==> src/rtl/rr_arb_pkg.sv <==
// Shared helpers for the round-robin arbitrated mux: wrap increment and
// rotating-priority winner search, sized for up to RR_MAX_PORT requesters.
package rr_arb_pkg;

    localparam int RR_MAX_PORT = 64;
    localparam int RR_MAX_IDX  = 6;

    typedef struct packed {
        logic                  found;
        logic [RR_MAX_IDX-1:0] idx;
    } rr_pick_t;

    // Wraps at nport-1 -> 0, so non-power-of-two port counts never step
    // into an unused index.
    function automatic logic [RR_MAX_IDX-1:0] rr_next(
        input logic [RR_MAX_IDX-1:0] idx,
        input int unsigned           nport
    );
        logic [RR_MAX_IDX-1:0] nxt;
        if (32'(idx) == nport - 1)
            nxt = '0;
        else
            nxt = idx + RR_MAX_IDX'(1);
        return nxt;
    endfunction

    function automatic rr_pick_t rr_pick(
        input logic [RR_MAX_PORT-1:0] req,
        input logic [RR_MAX_IDX-1:0]  ptr,
        input int unsigned            nport
    );
        rr_pick_t    r;
        int unsigned i;
        r = '0;
        for (int unsigned k = 0; k < RR_MAX_PORT; k++) begin
            i = 32'(ptr) + k;
            if (i >= nport)
                i = i - nport;
            if (k < nport && !r.found && req[i[RR_MAX_IDX-1:0]]) begin
                r.found = 1'b1;
                r.idx   = i[RR_MAX_IDX-1:0];
            end
        end
        return r;
    endfunction

endpackage

==> src/rtl/rr_out_slice.sv <==
// One-entry registered output stage with valid/ready; loads when empty or
// draining in the same cycle. Carries an opaque W-bit word.
module rr_out_slice #(
    parameter int W = 8
) (
    input  logic         clk,
    input  logic         reset,
    input  logic         load_i,
    input  logic [W-1:0] data_i,
    input  logic         ready_i,
    output logic         can_load_o,
    output logic         valid_o,
    output logic [W-1:0] data_o
);

    logic         valid_q;
    logic [W-1:0] data_q;

    assign can_load_o = !valid_q || ready_i;
    assign valid_o    = valid_q;
    assign data_o     = data_q;

    always_ff @(posedge clk or posedge reset) begin
        if (reset) begin
            valid_q <= 1'b0;
            data_q  <= '0;
        end else if (load_i) begin
            valid_q <= 1'b1;
            data_q  <= data_i;
        end else if (ready_i) begin
            // Drain without refill: payload is kept, only valid drops.
            valid_q <= 1'b0;
        end
    end

endmodule

==> src/rtl/rr_arb_mux.sv <==
// Round-robin N:1 arbitrated mux with a registered output stage.
// Define RR_ARB_MUX_LOCK_EN to hold the grant on one port until its in_last beat.
module rr_arb_mux
    import rr_arb_pkg::*;
#(
    parameter  int PORT = 4,
    parameter  int DATA = 32,
    localparam int IDX  = $clog2(PORT)
) (
    input  logic                 clk,
    input  logic                 reset,
    input  logic [PORT-1:0]      in_valid,
    input  logic [PORT*DATA-1:0] in_data,
`ifdef RR_ARB_MUX_LOCK_EN
    input  logic [PORT-1:0]      in_last,
`endif
    output logic [PORT-1:0]      in_ready,
    output logic                 out_valid,
    output logic [DATA-1:0]      out_data,
    output logic [IDX-1:0]       out_src,
    input  logic                 out_ready
);

    logic [IDX-1:0]        ptr_q, ptr_d;
    logic [PORT-1:0]       req;
    rr_pick_t              pick;
    logic [IDX-1:0]        win;
    logic [RR_MAX_IDX-1:0] nxt;
    logic                  can_load;
    logic                  accept;
    logic [DATA-1:0]       sel_data;
    logic [IDX+DATA-1:0]   slice_q;
    logic                  unused_idx;

`ifdef RR_ARB_MUX_LOCK_EN
    logic           lock_q;
    logic [IDX-1:0] lock_idx_q;

    // While locked only the owning port may compete; rotation is irrelevant.
    assign req = lock_q ? (in_valid & (PORT'(1) << lock_idx_q)) : in_valid;

    always_ff @(posedge clk or posedge reset) begin
        if (reset) begin
            lock_q     <= 1'b0;
            lock_idx_q <= '0;
        end else if (accept) begin
            lock_q     <= !in_last[win];
            lock_idx_q <= win;
        end
    end
`else
    assign req = in_valid;
`endif

    assign pick       = rr_pick(RR_MAX_PORT'(req), RR_MAX_IDX'(ptr_q), PORT);
    assign win        = pick.idx[IDX-1:0];
    assign nxt        = rr_next(RR_MAX_IDX'(win), PORT);
    assign ptr_d      = nxt[IDX-1:0];
    assign unused_idx = ^{pick.idx, nxt};

    always_comb begin
        in_ready = '0;
        if (!reset && pick.found && can_load)
            in_ready[win] = 1'b1;
    end

    assign accept   = |in_ready;
    assign sel_data = in_data[win*DATA +: DATA];

    // Under lock the same port keeps winning, so ptr_d stays next-after-owner.
    always_ff @(posedge clk or posedge reset) begin
        if (reset)
            ptr_q <= '0;
        else if (accept)
            ptr_q <= ptr_d;
    end

    rr_out_slice #(
        .W (IDX + DATA)
    ) u_slice (
        .clk        (clk),
        .reset      (reset),
        .load_i     (accept),
        .data_i     ({win, sel_data}),
        .ready_i    (out_ready),
        .can_load_o (can_load),
        .valid_o    (out_valid),
        .data_o     (slice_q)
    );

    assign out_src  = slice_q[IDX+DATA-1:DATA];
    assign out_data = slice_q[DATA-1:0];

endmodule

==> config.mk <==
export PLATFORM = sky130hd
export DESIGN_NAME = rr_arb_mux
export DESIGN_NICKNAME = d
export VERILOG_FILES = /design/src/rtl/rr_arb_pkg.sv /design/src/rtl/rr_out_slice.sv /design/src/rtl/rr_arb_mux.sv
export SDC_FILE = /design/constraint.sdc
export NUM_CORES = 1
export LEC_CHECK = 0
export CORE_MARGIN = 4
export CORE_UTILIZATION = 40
export CTS_CLUSTER_SIZE = 8
export DETAILED_ROUTE_END_ITERATION = 8
export DONT_BUFFER_PORTS = 1
export SYNTH_ARGS = -nofsm -noshare
export SYNTH_HDL_FRONTEND = slang
export SYNTH_SLANG_ARGS = --single-unit
==> constraint.sdc <==
create_clock -name clk -period 3.7 [get_ports clk]
set_input_delay 0.37 -clock clk [delete_from_list [all_inputs] [get_ports clk]]
set_output_delay 0.37 -clock clk [all_outputs]
set_load 0.1 [all_outputs]
==> impl_metrics.json <==
{
  "worstReg2RegEnd": "u_slice.data_o[25]",
  "drt-vias-per-instance": 6.40,
  "setup_viol": 0,
  "final_common_cell": "inv_1",
  "crit_path_end": "in_ready[0]",
  "clock_latency_ns": 0.29,
  "final_net_count": 464,
  "crit_fanout": 38,
  "worstPathArrival_ns": 3.11,
  "synth_top_family_by_area": "compound AO/OA/AOI/OAI gates",
  "crit_start": "ptr_q[1]",
  "path_clk_slew_ns": 0.08,
  "multi_input_area_mm2": 0.00213,
  "place_area_mm2": 0.00351,
  "stdcell_count": 431,
  "cts_root_buf": "clkbuf_8",
  "dr.pass1.iters": 7,
  "row_count": 33,
  "critPathMaxStageDelay_ns": 0.43,
  "die_area_mm2": 0.00993,
  "syn_to_final_growth_pct": 8.00,
  "regArea_um2": 926,
  "crit_path_end_kind": "output port",
  "crit_chain": "inv_1 -> ha_1 -> inv_1 -> nand3_1 -> o2111a_1 -> a211oi_4 -> buf_4 -> nand2_1 -> nor2_2 -> buf_12",
  "slew_viol_final": 0,
  "wl_met1_um": 3930,
  "seq_area_frac_synth_pct": 27.6,
  "synth_top_area_cell": "dfrtp_1",
  "dp_hpwl_um": 6840,
  "synth.area.mux_share_pct": 11.4,
  "whs_ns": 0.0683,
  "portBuffers": 0,
  "worst_pin_slew_ns": 0.988,
  "die_h_um": 99.7,
  "syn_inst": 338,
  "r2r-start": "ptr_q[1]",
  "htree_levels": 2,
  "timing.final.ws_setup_ns": 0.216,
  "synthSimpleGateAreaFrac_pct": 14.4,
  "fillers": 792,
  "cts_tree": "built",
  "grt_max_degree": 40,
  "synth_seq_cells": 37,
  "wl_met2_um": 5070,
  "synth_area_leaders": "dfrtp_1 (28%), o221ai_2 (13%), mux2i_1 (11%)",
  "ys.warnings.count": 0,
  "hold_path_class": "input port to async pin",
  "max_freq_ghz": 0.287,
  "async_reset_ff_share_pct": 100,
  "synth_fp_nets": 478,
  "top_layer": "met4",
  "grt_overflow": 0,
  "r2r_slack_ns": 0.24,
  "numCtsBuffers": 5,
  "netlist_area_mm2": 0.00336,
  "grt_pass1_vias": 2819,
  "min_period_over_period_pct": 94.2,
  "maxSlewHeadroom_pct": 34.2,
  "final_area_mm2": 0.00363,
  "post-route-drc-count": 0,
  "final-hold-violation-count": 0,
  "r2r_cells": 12,
  "antenna_left": 0,
  "antenna_found_initial": 1,
  "yosysUniqueCellTypes": 46,
  "core-area_mm2": 0.00818,
  "drive_gt1_share_pct": 21.8,
  "synth_xor_area_share_pct": 0,
  "die_w_um": 99.7,
  "maxCapViolCount": 0,
  "status": "complete, no violations",
  "synth-compound-area-share_pct": 33.6,
  "gp_congestion": 0.838,
  "grt_pass1_wl_um": 15100,
  "yosys.area_share.adder_pct": 1.86,
  "period_needed_ns": 3.48,
  "cp-start-kind": "flop",
  "synth_top_area_share_pct": 27.6,
  "syn_avg_cell_area_um2": 9.94,
  "layout_common_cells": "inv_1 (38), mux2i_1 (37), dfrtp_1 (37), o211ai_1 (33)",
  "cpMaxStageDelayCell": "dfrtp_1",
  "ioPinCount": 174,
  "synth_flop_cell": "dfrtp_1",
  "routed_wl_um": 9930,
  "wl_per_cell_um": 23.0,
  "dp_slack_ns": 0.143,
  "drt_iter0_drc": 72,
  "clockBufferDepth": 2,
  "start_util_pct": 41.1,
  "path_class": "flop to output port",
  "vias": 2758,
  "crit_top_cell": "inv_1",
  "grt_use_total_pct": 19.2,
  "crit_required_ns": 3.33,
  "synth-edff-count": 0,
  "met3_length_um": 816,
  "cts.sinks": 37,
  "placed_cells": 422,
  "skew_ns": 0.0102,
  "post_cts_buffers": 0
}
-- cells by family after synthesis --
family / after synthesis
adder cells (fa/ha/maj): 5
flip-flops: 37
buffers and inverters: 79
multiplexers: 38
AO/OA/AOI/OAI: 115
AND/OR/NAND/NOR: 64
-- critical path, delay by kind of cell, from the launching register on --
kind | cells | cell delay [ns]
adders and majority gates | 1 | 0.38
and+or+nand+nor | 3 | 0.59
AOI/OAI and AO/OA | 2 | 0.46
DFF | 1 | 0.43
buffers and inverters | 4 | 0.94
-- registers in the layout (all words and copies together) (netlist names) --
register,cells
u_slice.data_o,34
u_slice.valid_o,1
ptr_q,2
-- worst min-delay path by stage --
stage,end,slack (ns),cells after the start
3_5_place_dp,u_slice.valid_o,0.41,2
5_1_grt,u_slice.valid_o,0.12,2
3_3_place_gp,u_slice.valid_o,0.42,2
6_report,u_slice.valid_o,0.07,2
4_1_cts,u_slice.valid_o,0.09,2
2_1_floorplan,ptr_q[0],0.55,1
-- layer usage --
metal  vias up  global-route usage (%)
met4         0                    5.67
met3         8                    5.68
met5         -                       0
met2       114                    33.0
met1      1338                    23.1
li1       1298                       -
-- what timing repair did --
| item | in CTS | in global routing |
|---|---|---|
| hold buffers | 0 | 0 |
| resized for setup | 1 | 6 |
| setup endpoints to repair | 3 | 37 |
-- cell usage after synthesis, drive strengths merged, types with 5 or more instances --
library cell	count
o211ai	33
o31a	33
ha	5
o221ai	32
clkbuf	21
nor3	5
dfrtp	37
buf	18
and4	32
inv	40
nor2	7
mux2i	37
-- metrics by stage --
| stage | setup TNS (ns) | utilization, % |
|---|---|---|
| after global routing | -0.0330 | 44.4 |
| final | 0 | 44.4 |
| after floorplan | -0.637 | - |
| after detailed placement | 0 | 43.0 |
| after CTS | 0 | 44.0 |
| after global placement | 0 | 43.0 |
-- area by class of cell --
cell class	instances	share of cell area [%]
Multi-Input combinational cell	222	58.7
Inverter	40	4.14
Sequential cell	37	25.5
Tap cell	105	3.62
Timing Repair Buffer	18	5.65
Clock buffer	6	2.00
Antenna cell	1	0.0689
Clock inverter	2	0.276
Power is left out: the tool's default activity adds up to more than one toggle a clock period on the data nets, which glitch-free logic cannot reach.
